**config.mk**
```make
export PLATFORM = sky130hd
export DESIGN_NAME = maccum_folded_flat
export DESIGN_NICKNAME = d
export VERILOG_FILES = /design/src/rtl/maccum_pkg.sv /design/src/rtl/maccum_if.sv /design/src/rtl/mac_lane.sv /design/src/rtl/maccum_folded.sv /design/src/flat_wrapper.sv
export SDC_FILE = /design/constraint.sdc
export NUM_CORES = 1
export LEC_CHECK = 0
export BUFFER_PORTS_ARGS = -buffer_cell sky130_fd_sc_hd__buf_2
export CAP_MARGIN = 25
export CORE_ASPECT_RATIO = 0.6
export CORE_MARGIN = 2
export CORE_UTILIZATION = 35
export DETAILED_ROUTE_END_ITERATION = 10
export PLACE_DENSITY = 0.56
export SYNTH_ARGS = -nofsm -noshare
export SYNTH_HDL_FRONTEND = slang
export SYNTH_SLANG_ARGS = --single-unit
```
**constraint.sdc**
```tcl
create_clock -name clk -period 6.6 [get_ports clk]
set_input_delay 0 -clock clk [delete_from_list [all_inputs] [get_ports clk]]
set_output_delay 0 -clock clk [all_outputs]
set_load 0.02 [all_outputs]
```
**src/rtl/maccum_pkg.sv**
```systemverilog
// maccum_pkg: FSM encodings, beat/width helpers and the accumulator-to-output conversion.
// Conversion saturates when MACCUM_SAT_EN is defined, otherwise wraps.
`default_nettype none

package maccum_pkg;

  typedef enum logic [1:0] {
    ST_IDLE = 2'd0,
    ST_ACC  = 2'd1,
    ST_HOLD = 2'd2
  } state_t;

  function automatic int nb(input int np, input int nl);
    return (np + nl - 1) / nl;
  endfunction

  function automatic int wa_width(input int np, input int wf);
    return 2 * wf + $clog2(np + 1);
  endfunction

  // Input is the accumulator already sign-extended to 64 bits; caller keeps the low wo bits.
  function automatic logic signed [63:0] acc_convert(input logic signed [63:0] a,
                                                     input int wa, input int wo);
    logic signed [63:0] hi;
    logic signed [63:0] lo;
    logic signed [63:0] r;
    hi = (64'sd1 <<< (wo - 1)) - 64'sd1;
    lo = -hi - 64'sd1;
    r  = a;
    if (wo < wa) begin
`ifdef MACCUM_SAT_EN
      if (a > hi) r = hi;
      else if (a < lo) r = lo;
`else
      r = a;
`endif
    end
    return r;
  endfunction

endpackage

`default_nettype wire

```
**src/rtl/maccum_if.sv**
```systemverilog
// maccum_if: operand inputs (weight/bias, state) and the forked result output of maccum_folded.
`default_nettype none

interface maccum_if #(
  parameter int NP = 3,
  parameter int NC = 2,
  parameter int WF = 8,
  parameter int NO = 2,
  parameter int WO = 2 * WF + $clog2(NP + 1)
);
  logic                       wb_valid;
  logic                       wb_ready;
  logic [NP*NC*WF+NC*WF-1:0]  wb_data;
  logic                       st_valid;
  logic                       st_ready;
  logic [NP*WF-1:0]           st_data;
  logic [NO-1:0]              acc_valid;
  logic [NO-1:0]              acc_ready;
  logic [NC*WO-1:0]           acc_data;

  modport master (
    output wb_valid, wb_data, st_valid, st_data, acc_ready,
    input  wb_ready, st_ready, acc_valid, acc_data
  );

  modport slave (
    input  wb_valid, wb_data, st_valid, st_data, acc_ready,
    output wb_ready, st_ready, acc_valid, acc_data
  );
endinterface

`default_nettype wire

```
**src/rtl/mac_lane.sv**
```systemverilog
// mac_lane: NL signed WF x WF products summed into a WA-bit result for one child, one beat.
`default_nettype none

module mac_lane #(
  parameter int NL = 1,
  parameter int WF = 8,
  parameter int WA = 18
) (
  input  wire logic [NL*WF-1:0]    w,
  input  wire logic [NL*WF-1:0]    s,
  output logic signed [WA-1:0]     sum
);
  logic signed [2*WF-1:0] prod [NL];

  always_comb begin
    sum = '0;
    for (int l = 0; l < NL; l++) begin
      prod[l] = $signed(w[l*WF +: WF]) * $signed(s[l*WF +: WF]);
      sum     = sum + {{(WA-2*WF){prod[l][2*WF-1]}}, prod[l]};
    end
  end
endmodule

`default_nettype wire

```
**src/rtl/maccum_folded.sv**
```systemverilog
// maccum_folded: folded signed MAC y[c] = b[c] + sum_p w[p][c]*s[p] over NB beats with an NO-way output fork.
// Optional MACCUM_SAT_EN selects saturating (instead of wrapping) narrowing of the result.
`default_nettype none

module maccum_folded
  import maccum_pkg::*;
#(
  parameter int    NP    = 3,
  parameter int    NC    = 2,
  parameter int    WF    = 8,
  parameter int    NL    = 1,
  parameter int    NO    = 2,
  parameter int    WO    = 2 * WF + $clog2(NP + 1),
  parameter string BURST = "yes"
) (
  input wire logic clk,
  input wire logic rst,
  maccum_if.slave  bus
);
  localparam int WA       = wa_width(NP, WF);
  localparam int NB       = nb(NP, NL);
  localparam int KW       = (NB > 1) ? $clog2(NB) : 1;
  localparam int WBW      = NP * NC * WF + NC * WF;
  localparam bit BURST_EN = (BURST == "yes");

  state_t                state, state_next;
  logic [WBW-1:0]        wb_hold;
  logic [NP*WF-1:0]      st_hold;
  logic                  have_wb, have_st;
  logic [KW-1:0]         beat;
  logic signed [WA-1:0]  acc      [NC];
  logic signed [WA-1:0]  lane_sum [NC];
  logic signed [WA-1:0]  acc_sum  [NC];
  logic signed [WA-1:0]  bias_ext [NC];
  logic [NL*WF-1:0]      lane_w   [NC];
  logic [NL*WF-1:0]      lane_s;
  logic [NO-1:0]         out_valid;
  logic [NC*WO-1:0]      out_data, out_next;
  logic                  in_open, wb_fire, st_fire, start, last_beat;
  logic                  load_out, clear_have;
  logic [NC*WF-1:0]      bias_src;

  // Without burst, operands are only taken once the previous result has fully drained.
  assign in_open      = BURST_EN ? 1'b1 : (state == ST_IDLE && out_valid == '0);
  assign bus.wb_ready = !have_wb && !rst && in_open;
  assign bus.st_ready = !have_st && !rst && in_open;
  assign wb_fire      = bus.wb_valid && bus.wb_ready;
  assign st_fire      = bus.st_valid && bus.st_ready;
  assign start        = (have_wb || wb_fire) && (have_st || st_fire);
  assign last_beat    = (beat == KW'(NB - 1));
  assign bias_src     = wb_fire ? bus.wb_data[NC*WF-1:0] : wb_hold[NC*WF-1:0];
  assign bus.acc_valid = out_valid;
  assign bus.acc_data  = out_data;

  always_comb begin
    int p;
    lane_s = '0;
    for (int c = 0; c < NC; c++) lane_w[c] = '0;
    for (int l = 0; l < NL; l++) begin
      p = int'(beat) * NL + l;
      if (p < NP) begin
        lane_s[l*WF +: WF] = st_hold[p*WF +: WF];
        for (int c = 0; c < NC; c++)
          lane_w[c][l*WF +: WF] = wb_hold[(p*NC+c)*WF + NC*WF +: WF];
      end
    end
  end

  generate
    for (genvar c = 0; c < NC; c++) begin : g_child
      mac_lane #(.NL(NL), .WF(WF), .WA(WA)) u_lane (
        .w   (lane_w[c]),
        .s   (lane_s),
        .sum (lane_sum[c])
      );
      assign acc_sum[c]  = acc[c] + lane_sum[c];
      assign bias_ext[c] = {{(WA-WF){bias_src[c*WF+WF-1]}}, bias_src[c*WF +: WF]};
    end
  endgenerate

  // From ACC the result is the just-summed value; from HOLD it already sits in acc.
  always_comb begin
    logic signed [63:0] ext;
    logic signed [63:0] conv;
    out_next = '0;
    for (int c = 0; c < NC; c++) begin
      if (state == ST_ACC) ext = {{(64-WA){acc_sum[c][WA-1]}}, acc_sum[c]};
      else                 ext = {{(64-WA){acc[c][WA-1]}}, acc[c]};
      conv = acc_convert(ext, WA, WO);
      out_next[c*WO +: WO] = conv[WO-1:0];
    end
  end

  always_comb begin
    state_next = state;
    load_out   = 1'b0;
    clear_have = 1'b0;
    case (state)
      ST_IDLE: if (start) state_next = ST_ACC;
      ST_ACC: begin
        if (last_beat) begin
          clear_have = 1'b1;
          if (out_valid == '0) begin
            load_out   = 1'b1;
            state_next = ST_IDLE;
          end else begin
            state_next = ST_HOLD;
          end
        end
      end
      ST_HOLD: begin
        if (out_valid == '0) begin
          load_out   = 1'b1;
          state_next = ST_IDLE;
        end
      end
      default: state_next = ST_IDLE;
    endcase
  end

  always_ff @(posedge clk) begin
    if (rst) begin
      state     <= ST_IDLE;
      wb_hold   <= '0;
      st_hold   <= '0;
      have_wb   <= 1'b0;
      have_st   <= 1'b0;
      beat      <= '0;
      out_valid <= '0;
      out_data  <= '0;
      for (int c = 0; c < NC; c++) acc[c] <= '0;
    end else begin
      state <= state_next;
      if (wb_fire) begin
        wb_hold <= bus.wb_data;
        have_wb <= 1'b1;
      end
      if (st_fire) begin
        st_hold <= bus.st_data;
        have_st <= 1'b1;
      end
      if (clear_have) begin
        have_wb <= 1'b0;
        have_st <= 1'b0;
      end
      if (state == ST_IDLE && start) begin
        for (int c = 0; c < NC; c++) acc[c] <= bias_ext[c];
        beat <= '0;
      end else if (state == ST_ACC) begin
        for (int c = 0; c < NC; c++) acc[c] <= acc_sum[c];
        beat <= beat + 1'b1;
      end
      for (int i = 0; i < NO; i++)
        if (out_valid[i] && bus.acc_ready[i]) out_valid[i] <= 1'b0;
      if (load_out) begin
        out_valid <= '1;
        out_data  <= out_next;
      end
    end
  end
endmodule

`default_nettype wire

```
**src/flat_wrapper.sv**
```systemverilog
// flat-port wrapper written by rule: the top's interface ports become plain ports
module maccum_folded_flat import maccum_pkg::*;
#(
  parameter int    NP    = 3,
  parameter int    NC    = 2,
  parameter int    WF    = 8,
  parameter int    NL    = 1,
  parameter int    NO    = 2,
  parameter int    WO    = 2 * WF + $clog2(NP + 1),
  parameter string BURST = "   "
)
  (clk, rst, bus_wb_valid, bus_wb_data, bus_st_valid, bus_st_data, bus_acc_ready, bus_wb_ready, bus_st_ready, bus_acc_valid, bus_acc_data);
  maccum_if #(.NP(NP), .NC(NC), .WF(WF), .NO(NO), .WO(WO)) bus_i ();
  input wire logic clk;
  input wire logic rst;
  input wire logic [$bits(bus_i.wb_valid)-1:0] bus_wb_valid;
  input wire logic [$bits(bus_i.wb_data)-1:0] bus_wb_data;
  input wire logic [$bits(bus_i.st_valid)-1:0] bus_st_valid;
  input wire logic [$bits(bus_i.st_data)-1:0] bus_st_data;
  input wire logic [$bits(bus_i.acc_ready)-1:0] bus_acc_ready;
  output wire logic [$bits(bus_i.wb_ready)-1:0] bus_wb_ready;
  output wire logic [$bits(bus_i.st_ready)-1:0] bus_st_ready;
  output wire logic [$bits(bus_i.acc_valid)-1:0] bus_acc_valid;
  output wire logic [$bits(bus_i.acc_data)-1:0] bus_acc_data;
  assign bus_i.wb_valid = bus_wb_valid;
  assign bus_i.wb_data = bus_wb_data;
  assign bus_i.st_valid = bus_st_valid;
  assign bus_i.st_data = bus_st_data;
  assign bus_i.acc_ready = bus_acc_ready;
  assign bus_wb_ready = bus_i.wb_ready;
  assign bus_st_ready = bus_i.st_ready;
  assign bus_acc_valid = bus_i.acc_valid;
  assign bus_acc_data = bus_i.acc_data;
  maccum_folded #(.NP(NP), .NC(NC), .WF(WF), .NL(NL), .NO(NO), .WO(WO), .BURST(BURST)) u_core (.clk(clk), .rst(rst), .bus(bus_i));
endmodule
```
Yosys cells after proc, flatten, opt, wreduce, memory -nomap -nowiden

Memories as Yosys holds them, arrays and structs flattened.
Cells that the tools add are included.

Memories kept: 1
Bits in registers: 132
Bits in writable memories: 36

Reductions and logical operators: 23
Magnitude comparators: 1
Bitwise logic cells: 4
Shift operators: 3
Mux-type cells: 31
Multipliers: 2
$add $sub $neg: 6
Equality and inequality tests: 6

Memory list:

| name       | depth | bits a word | rd ports | clocked after memory_dff | wr ports | RTL line            | text |
|---|---|---|---|---|---|---|---|
| u_core.acc | 2     | 18          | 2        | 0                        | 2        | maccum_folded.sv:31 | `logic signed [WA-1:0] acc [NC];` |

Operator list:

| operator                                                                | count |
|---|---|
| 64-bit by 32-bit variable part select with 8-bit output                 | 2 |
| 18-bit 2-to-1 mux                                                       | 6 |
| 18-bit by 16-bit adder with 18-bit output                               | 2 |
| 32-bit by 6-bit adder with 32-bit output, second input constant         | 1 |
| 8-bit by 8-bit multiplier with 16-bit output                            | 2 |
| 16-bit 2-to-1 mux                                                       | 2 |
| 24-bit by 6-bit variable part select with 8-bit output                  | 1 |
| 1-bit 2-to-1 mux                                                        | 15 |
| 1-bit logical AND                                                       | 11 |
| 2-bit 2-to-1 mux                                                        | 5 |
| 8-bit 2-to-1 mux                                                        | 1 |
| 6-bit by 5-bit adder with 7-bit output, second input constant           | 1 |
| 2-bit by 1-bit inequality test with 1-bit output, second input constant | 3 |
| 2-bit case mux with 3 select lines                                      | 1 |
| 3-bit by 1-bit adder with 4-bit output, second input constant           | 1 |
| 2-bit == test, second input constant                                    | 2 |
| 2-bit zero test                                                         | 2 |
| 1-bit bitwise OR                                                        | 4 |
| 2-bit nonzero test                                                      | 2 |
| 2-bit OR reduction                                                      | 2 |
| 1-bit zero test                                                         | 3 |
| 3-bit AND reduction                                                     | 1 |
| 2-bit by 1-bit adder with 2-bit output, second input constant           | 1 |
| 2-bit by 1-bit == test with 1-bit output, second input constant         | 1 |
| 3 further kinds                                                         | 4 |

Depth between registers and ports, before layout

Gate-level depths: netlist of the first run.

Depth after elaboration: 12
Mapped depth: 25

Modules after synthesis

A second synthesis of the first run with hierarchy kept.

Cell total of the unflattened synthesis: 1608
Area total of the unflattened synthesis: 13733.2 um^2

By module, submodules not included:

| module                               | area each (um^2) | cells each | times used |
|---|---|---|---|
| maccum_folded                        | 8643.3           | 1026       | 1 |
| mac_lane at u_core.g_child[0].u_lane | 2547.4           | 291        | 1 |
| mac_lane at u_core.g_child[1].u_lane | 2542.4           | 291        | 1 |

Worst setup path after synthesis of the first run

Ideal clock, no wire load.

Kind: register -> register
Start point: reg u_core.beat[0]
End point: mem u_core.acc[0][16], data pin
Stages on the path, launching flop included: 20
Library setup time: 0.273 ns
Data required time: 6.327 ns
Data arrival time: 6.911 ns
Clock period less this slack: 7.183 ns
Slack: -0.583 ns
Buffers on the path: 1
Path through: dfxtp_1 inv_1 nor2_1 clkbuf_1 nand2_1 o21a_1 nor3_1 fa_1 fa_1 fa_1 fa_1 fa_1 ha_1 o21a_1 a211oi_1 o31ai_1 a21o_1 a21oi_1 xor2_1 o21ai_2

RTL lines:

| item                     | RTL line             | text |
|---|---|---|
| start: declaration       | maccum_folded.sv:30  | `logic [KW-1:0] beat;` |
| start signal: assignment | maccum_folded.sv:151 | `beat <= beat + 1'b1;` |
| end: declaration         | maccum_folded.sv:31  |  |

==> load_flow_metrics.sql, run 1 <==
INSERT INTO impl_metrics (metric_group, metric, value, unit) VALUES
('status', 'outcome', 'completed', ''),
('synthesis', 'synth_sequential_area_ratio', '27.3', '%'),
('timing', 'layout_min_cycle_time', '6.38', 'ns'),
('timing', 'fin_ws', '0.221', 'ns'),
('place', 'post-place-ws', '0.101', 'ns'),
('synthesis', 'post_syn_area', '13600', 'µm²'),
('setup_path', 'path_class', 'flop to flop', ''),
('power', 'worst_ir_drop_on_vdd', '0.188', 'mV'),
('clock_tree', 'ctsRootBufferMaster', 'sky130_fd_sc_hd__clkbuf_16', ''),
('timing', 'finalHoldViolCount', '0', ''),
('final_layout', 'layout-area-overhead-vs-synth', '21.9', '%'),
('final_layout', 'num-fill-cells', '3663', ''),
('timing', 'fin_crit_sh', '96.6', '%'),
('power', 'total_leakage_power', '7.63', 'nW'),
('synthesis', 'post_syn_nets', '1813', ''),
('synthesis', 'number_of_enable_type_register_cells_in_the_synthesized_netlist', '36', ''),
('global_route', 'global_route_wire_length_before_repair', '64400', 'µm'),
('routing', 'route.detailed.wl_per_inst', '18.1', 'µm'),
('clock_tree', 'number_of_buffers_inserted_to_repair_setup_after_cts', '0', ''),
('synthesis', 'syn_inst', '1470', ''),
('place', 'buffer_ports.inserted', '133', ''),
('global_route', 'antenna_violations_before_repair', '0', ''),
('clock_tree', 'cts.sink_count', '168', ''),
('setup_path', 'ordered_list_of_cells_on_the_worst_path', 'ha_2 > mux4_2 > nand2b_1 > nand2b_2 > inv_1 > fa_1 > fa_1 > fa_1 > fa_1 > ha_1 > ha_1 > o21a_1 > o31a_1 > and4_1 > a211o_1 > o31ai_1 > xnor2_1 > o21ai_0', ''),
('final_layout', 'multiInputGateArea', '8990', 'µm²'),
('routing', 'post_drt_via_cell_ratio', '4.93', ''),
('routing', 'detail_route.wirelength', '40200', 'µm'),
('floorplan', 'design.portCount', '134', ''),
('setup_path', 'worstSetupEndpointType', 'flop', ''),
('global_route', 'grt.total_usage', '20.8', '%'),
('power', 'powerDensity', '182', 'nW/µm²'),
('final_layout', 'antenna-diode-count', '0', ''),
('run', 'maxCapViolations', '0', ''),
('global_route', 'grt_max_degree', '78', ''),
('place', 'dp.cells', '2083', ''),
('timing', 'report.final.setup_viol', '0', ''),
('setup_path', 'critical_path_required', '6.79', 'ns'),
('floorplan', 'initial_core_utilization', '35.8', '%'),
('floorplan', 'fp.dieArea', '40600', 'µm²'),
('synthesis', 'synth_seq_cells', '168', ''),
('clock_tree', 'cts_tree', 'done', ''),
('timing', 'fin_hold_ws', '0.0141', 'ns'),
('final_layout', 'fraction_of_final_layout_cells_sized_beyond_drive_strength_1', '15.6', '%'),
('clock_tree', 'numCtsBuffers', '17', ''),
('setup_path', 'worstSetupStartpointType', 'flop', ''),
('routing', 'route.antenna.remaining_nets', '0', ''),
('synthesis', 'post-synth-top-area-cell', 'sky130_fd_sc_hd__fa_1', ''),
('timing', 'pins_over_their_slew_limit', '0', ''),
('clock_tree', 'htree_num_levels', '4', ''),
('synthesis', 'yosys-top-cells-area', 'sky130_fd_sc_hd__fa_1 24%, sky130_fd_sc_hd__dfxtp_1 19%, sky130_fd_sc_hd__ha_1 8.2%, sky130_fd_sc_hd__edfxtp_1 7.9%, sky130_fd_sc_hd__nand2_1 6.3%', ''),
('worst_hold_path', 'hp-class', 'input port to flop', ''),
('routing', 'vias_after_detailed_routing', '10900', ''),
('final_layout', 'layout.area.seq', '3720', 'µm²'),
('synthesis', 'synth_largest_type_area_fraction', '23.5', '%'),
('synthesis', 'avgSynthCellArea', '9.27', 'µm²'),
('synthesis', 'ys_dominant_reg_cell', 'sky130_fd_sc_hd__dfxtp_1', ''),
('final_layout', 'layout.nets', '2037', ''),
('setup_path', 'worstPathArrival', '6.57', 'ns'),
('routing', 'dr.pass1.iters', '5', ''),
('timing', 'worst_max_slew_margin_expressed_relative_to_the_limit', '32.9', '%'),
('setup_path', 'crit_top_cell', 'sky130_fd_sc_hd__fa_1', ''),
('final_layout', 'layout.cells.non_filler', '2220', ''),
('floorplan', 'fp.coreArea', '38100', 'µm²'),
('floorplan', 'die-width', '259', 'µm'),
('timing', 'fmax', '0.157', 'GHz'),
('setup_path', 'slowest_stage', 'sky130_fd_sc_hd__mux4_2', ''),
('global_route', 'vias_in_the_first_global_route', '11300', ''),
('floorplan', 'die_boundary_height', '157', 'µm'),
('global_route', 'grt_total_ovfl', '0', ''),
('setup_path', 'critPathMaxStageDelay', '0.60', 'ns'),
('timing', 'worst_slew_pin_slew', '1.01', 'ns');
-- state kept, by name (all words and copies together) (netlist names), 2 cells and up --
| signal | cells |
|---|---|
| u_core.bus.acc_data | 36 |
| u_core.bus.acc_valid | 2 |
| u_core.acc | 36 |
| u_core.wb_hold | 64 |
| u_core.state | 2 |
| u_core.beat | 2 |
| u_core.st_hold | 24 |
-- Yosys cell counts (6+ instances only) --
library cell and number:
sky130_fd_sc_hd__nand2_1 227, sky130_fd_sc_hd__inv_1 170, sky130_fd_sc_hd__fa_1 160, sky130_fd_sc_hd__nor2_1 151, sky130_fd_sc_hd__dfxtp_1 132, sky130_fd_sc_hd__a21oi_1 110
sky130_fd_sc_hd__ha_1 89, sky130_fd_sc_hd__clkbuf_1 50, sky130_fd_sc_hd__mux2i_1 40, sky130_fd_sc_hd__edfxtp_1 36, sky130_fd_sc_hd__o21ai_0 33, sky130_fd_sc_hd__xnor2_1 25
sky130_fd_sc_hd__a211oi_1 20, sky130_fd_sc_hd__o21ai_2 20, sky130_fd_sc_hd__and2_1 18, sky130_fd_sc_hd__o21a_1 17, sky130_fd_sc_hd__xor2_1 16, sky130_fd_sc_hd__nand2b_1 14
sky130_fd_sc_hd__a21o_1 12, sky130_fd_sc_hd__nor2b_1 12, sky130_fd_sc_hd__nor3_1 12, sky130_fd_sc_hd__o41ai_2 10, sky130_fd_sc_hd__buf_2 9, sky130_fd_sc_hd__mux4_2 8
sky130_fd_sc_hd__o31a_1 8, sky130_fd_sc_hd__o211ai_1 7, sky130_fd_sc_hd__or2_2 7, sky130_fd_sc_hd__buf_1 6
-- metrics by stage --
step	utilization (%)	setup TNS [ns]	area, µm²	power [W]
after floorplan	-	0	13600	0.00169
after global placement	39.3	0	14900	0.00194
after detailed placement	39.3	0	14900	0.00195
after CTS	43.5	0	16600	0.00304
after global routing	43.6	-0.0675	16600	0.00319
final	43.6	0	16600	0.00303
-- report_power, final --
part | internal, W | leakage (nW) | switching, W
Sequential | 0.00111 | 1.45 | 0.0000452
Combinational | 0.000330 | 5.88 | 0.000502
Clock | 0.000548 | 0.297 | 0.000490
Total | 0.00199 | 7.63 | 0.00104
-- area by class of cell --
type	count	area share, %
Tap cell	513	3.87
Clock buffer	20	2.95
Inverter	170	3.84
Multi-Input combinational cell	1061	54.1
Clock inverter	12	0.610
Timing Repair Buffer	276	12.2
Sequential cell	168	22.4
-- cell usage in the layout, fill, tap and decap left out, drive strengths merged, types with 14 or more instances in the layout --
master	count
nand2	227
inv	178
buf	172
fa	160
nor2	152
dfxtp	132
a21oi	110
dlygate4sd3	104
ha	89
o21ai	53
mux2i	40
edfxtp	36
xnor2	25
a211oi	20
clkbuf	20
and2	18
o21a	17
xor2	16
nand2b	14
-- worst paths after layout --
check	to	slack (ns)	start	cells after the start
setup reg to reg	u_core.acc[0][35]	0.22	u_core.beat[1]	18
setup / recovery	u_core.acc[0][35]	0.22	u_core.beat[1]	18
hold / removal	u_core.have_wb	0.01	rst	2
hold reg to reg	u_core.bus.acc_data[28]	0.45	u_core.bus.acc_data[28]	2
-- critical path, delay by kind of cell (launching register included) --
kind	cells	cell delay, ns
and+or+nand+nor	3	0.64
DFF	1	0.38
adders and majority gates	7	3.08
buffers and inverters	1	0.07
AOI/OAI and AO/OA	5	1.10
muxes	1	0.60
xor gates and xnor gates	1	0.23
-- kinds of logic (layout without fill, tap and decap cells) --
family                   after synthesis  in the layout  share of synthesized area, %
buffers and inverters                241            478                          6.97
flip-flops                           168            168                          27.3
AND/OR/NAND/NOR                      462            462                          14.4
multiplexers                          48             48                          4.26
adder cells (fa/ha/maj)              249            249                          31.7
XOR/XNOR                              41             41                          2.64
AO/OA/AOI/OAI                        261            261                          12.7
-- routing by layer --
layer	track usage [%]	vias to the layer above	wire (µm)
met2	31.0	261	16900
met4	3.85	0	453
met1	31.6	5418	20500
li1	-	5224	-
met5	0	-	0
met3	3.60	39	2280
-- timing repair --
action | 4_1_cts | 5_1_grt
setup endpoints to repair | 0 | 9
hold buffers | 104 | 0
gates resized for setup | 0 | 7
hold endpoints to repair | 90 | 0
Power figures use the tool's default switching activity.
==> run 2: changes to the inputs <==
--- a/config.mk
+++ b/config.mk
@@ -9,9 +9,9 @@
 export CAP_MARGIN = 25
 export CORE_ASPECT_RATIO = 0.6
 export CORE_MARGIN = 2
-export CORE_UTILIZATION = 35
+export CORE_UTILIZATION = 25
 export DETAILED_ROUTE_END_ITERATION = 10
-export PLACE_DENSITY = 0.56
+export PLACE_DENSITY = 0.44
 export SYNTH_ARGS = -nofsm -noshare
 export SYNTH_HDL_FRONTEND = slang
 export SYNTH_SLANG_ARGS = --single-unit
==> load_flow_metrics.sql, run 2 (synthesis gave the netlist of run 1 again) <==
INSERT INTO impl_metrics (metric_group, metric, value, unit) VALUES
('setup_path', 'length_in_cells_of_the_worst_reg_to_reg_path', '19', ''),
('floorplan', 'fp.dieArea', '56400', 'µm²'),
('clock_tree', 'skew_pair_late_insertion_delay', '0.46', 'ns'),
('setup_path', 'worstSetupEndpointType', 'flop', ''),
('run', 'maxCapViolations', '0', ''),
('place', 'gpl.final_weighted_congestion', '0.864', ''),
('timing', 'fin_crit_sh', '96.7', '%'),
('global_route', 'grt_max_degree', '73', ''),
('setup_path', 'worstPathArrival', '6.56', 'ns'),
('timing', 'pins_over_their_slew_limit', '0', ''),
('routing', 'vias_after_detailed_routing', '10900', ''),
('clock_tree', 'numCtsBuffers', '17', ''),
('timing', 'layout_min_cycle_time', '6.38', 'ns'),
('setup_path', 'reg2reg_from', 'u_core.beat[0]', ''),
('setup_path', 'regToRegEndpoint', 'u_core.acc[0][35]', ''),
('final_layout', 'layout_common_cells', '226 x sky130_fd_sc_hd__nand2_1, 170 x sky130_fd_sc_hd__inv_1, 160 x sky130_fd_sc_hd__fa_1', ''),
('final_layout', 'layout.cells.non_filler', '2428', ''),
('status', 'outcome', 'completed', ''),
('power', 'powerDensity', '181', 'nW/µm²'),
('routing', 'dr.pass1.iters', '5', ''),
('routing', 'number_of_design_rule_violations_left_after_detail_routing', '0', ''),
('floorplan', 'fp.coreArea', '54000', 'µm²'),
('place', 'place.detailed.hpwl', '32800', 'µm'),
('clock_tree', 'cts_tree', 'done', ''),
('timing', 'finalHoldViolCount', '0', ''),
('floorplan', 'design.portCount', '134', ''),
('setup_path', 'ordered_list_of_cells_on_the_worst_path', 'inv_1 > ha_4 > mux4_2 > nand2b_1 > nand2b_1 > inv_1 > fa_1 > fa_1 > fa_1 > fa_1 > ha_1 > ha_1 > o21a_1 > o31a_1 > and4_1 > a211o_1 > o31ai_4 > xnor2_1 > o21ai_0', ''),
('final_layout', 'layout.nets', '2044', ''),
('timing', 'report.final.setup_viol', '0', ''),
('routing', 'post_drt_via_cell_ratio', '4.49', ''),
('worst_hold_path', 'hp-class', 'input port to flop', ''),
('timing', 'worst_slew_pin_slew', '1.06', 'ns'),
('timing', 'grt_setup_unrepaired', 'false', ''),
('clock_tree', 'ctsRootBufferMaster', 'sky130_fd_sc_hd__clkbuf_16', ''),
('floorplan', 'die-width', '305', 'µm'),
('setup_path', 'path_class', 'flop to flop', ''),
('floorplan', 'number_of_standard_cell_rows_in_the_floorplan', '66', ''),
('final_layout', 'final_common_cell', 'sky130_fd_sc_hd__nand2_1', ''),
('floorplan', 'die_boundary_height', '185', 'µm'),
('place', 'buffer_ports.inserted', '133', ''),
('final_layout', 'fraction_of_final_layout_cells_sized_beyond_drive_strength_1', '16.5', '%'),
('final_layout', 'registers.top_by_ff_count', 'u_core.wb_hold', ''),
('global_route', 'vias_in_the_first_global_route', '11400', ''),
('timing', 'fin_setup_tns', '0', 'ns'),
('setup_path', 'critical_path.endpoint', 'u_core.acc[0][35]', ''),
('setup_path', 'timing.reg2reg.setup_slack', '0.22', 'ns'),
('setup_path', 'worstSetupStartpoint', 'u_core.beat[0]', ''),
('setup_path', 'critical_path_required', '6.78', 'ns'),
('final_layout', 'layout-area-overhead-vs-synth', '24.2', '%'),
('place', 'post-place-ws', '-0.179', 'ns'),
('setup_path', 'critPathMaxStageDelay', '0.59', 'ns'),
('power', 'total_leakage_power', '7.65', 'nW'),
('routing', 'detail_route.wirelength', '42200', 'µm'),
('global_route', 'grt.total_usage', '15.6', '%'),
('timing', 'skew', '0.0130', 'ns'),
('clock_tree', 'number_of_buffers_inserted_to_repair_setup_after_cts', '0', ''),
('final_layout', 'max_reg_flops', '64', ''),
('floorplan', 'initial_core_utilization', '25.2', '%'),
('global_route', 'grt_total_ovfl', '0', ''),
('final_layout', 'num-fill-cells', '5670', ''),
('routing', 'drt_first_iter_violations', '691', ''),
('timing', 'worst_max_slew_margin_expressed_relative_to_the_limit', '29.2', '%'),
('timing', 'fmax', '0.157', 'GHz'),
('power', 'worst_ir_drop_on_vdd', '0.175', 'mV'),
('clock_tree', 'max-clock-path-buffers', '2', ''),
('final_layout', 'antenna-diode-count', '0', ''),
('setup_path', 'crit_top_cell', 'sky130_fd_sc_hd__fa_1', ''),
('global_route', 'antenna_violations_before_repair', '0', ''),
('clock_tree', 'clk_pin_slew', '0.07', 'ns'),
('clock_tree', 'htree_num_levels', '4', ''),
('setup_path', 'crit_path_max_fanout', '9', ''),
('setup_path', 'slowest_stage', 'sky130_fd_sc_hd__fa_1', ''),
('routing', 'route.antenna.remaining_nets', '0', ''),
('timing', 'fin_ws', '0.220', 'ns'),
('place', 'dp.cells', '2298', ''),
('clock_tree', 'cts.sink_count', '168', ''),
('global_route', 'global_route_wire_length_before_repair', '67100', 'µm'),
('setup_path', 'worstSetupStartpointType', 'flop', ''),
('final_layout', 'finish.utilization', '31.3', '%'),
('routing', 'route.detailed.wl_per_inst', '17.4', 'µm');
==> run 2: cell types whose count changed in the layout (fill, tap and decap cells not counted), moves of 2 or more <==
cell | previous run | this run
sky130_fd_sc_hd__dlygate4sd3_1 | 104 | 96
sky130_fd_sc_hd__ha_2 | 3 | 1
sky130_fd_sc_hd__buf_4 | 38 | 53
sky130_fd_sc_hd__o21ai_0 | 33 | 29
sky130_fd_sc_hd__o21ai_1 | 0 | 4
==> run 2: how the worst min path moves through the flow <==
| stage | startpoint | to | cells past startpoint |
|---|---|---|---|
| after floorplan | rst | u_core.wb_hold[15] | 1 |
| after global placement | bus_wb_data[53] | u_core.wb_hold[53] | 3 |
| after detailed placement | bus_wb_data[26] | u_core.wb_hold[26] | 3 |
| after CTS | bus_wb_valid | u_core.wb_hold[7] | 4 |
| after global routing | bus_wb_valid | u_core.wb_hold[7] | 4 |
| final | bus_wb_valid | u_core.wb_hold[7] | 4 |
==> run 2: layout make-up <==
cell class / instances / area, µm² / area share (%)
Inverter: 170 / 638 / 3.77
Clock buffer: 20 / 468 / 2.77
Multi-Input combinational cell: 1061 / 9020 / 53.3
Clock inverter: 12 / 128 / 0.754
Sequential cell: 168 / 3720 / 22.0
Timing Repair Buffer: 283 / 2050 / 12.1
Tap cell: 714 / 893 / 5.28
==> run 2: metal layers <==
layer / track usage (%) / vias to the layer above / share of wire [%]
met2: 23.3 / 216 / 42
met1: 23.6 / 5422 / 53
met3: 2.70 / 27 / 3.9
met5: 0 / - / 0
li1: - / 5246 / -
met4: 2.74 / 0 / 0.95
==> run 2: worst max-delay path: cells and delay by family, from the launching register on <==
family | cells | cell delay (ns)
buffers and inverters | 2 | 0.19
multiplexers | 1 | 0.58
adder cells (fa/ha/maj) | 7 | 2.97
flip-flops | 1 | 0.42
AND/OR/NAND/NOR | 3 | 0.65
AO/OA/AOI/OAI | 5 | 1.07
XOR/XNOR | 1 | 0.19
==> run 2: timing repair <==
item                                   4_1_cts  5_1_grt
resized for setup                            3       12
hold buffers                                96        0
endpoints found under the hold margin       96        0
setup endpoints to repair                    6       10
==> run 2: per-stage QoR <==
stage,total power (W),instance area [µm²],hold slack [ns]
2_1_floorplan,0.00169,13600,0.0913
3_3_place_gp,0.00197,15300,0.242
3_5_place_dp,0.00197,15300,0.249
4_1_cts,0.00309,16900,0.0374
5_1_grt,0.00325,16900,0.0748
6_report,0.00306,16900,0.0638
==> run 2: where the power goes <==
group          internal [W]  switching (W)
logic              0.000339       0.000511
registers           0.00111      0.0000429
clock network      0.000566       0.000489
total               0.00202        0.00104
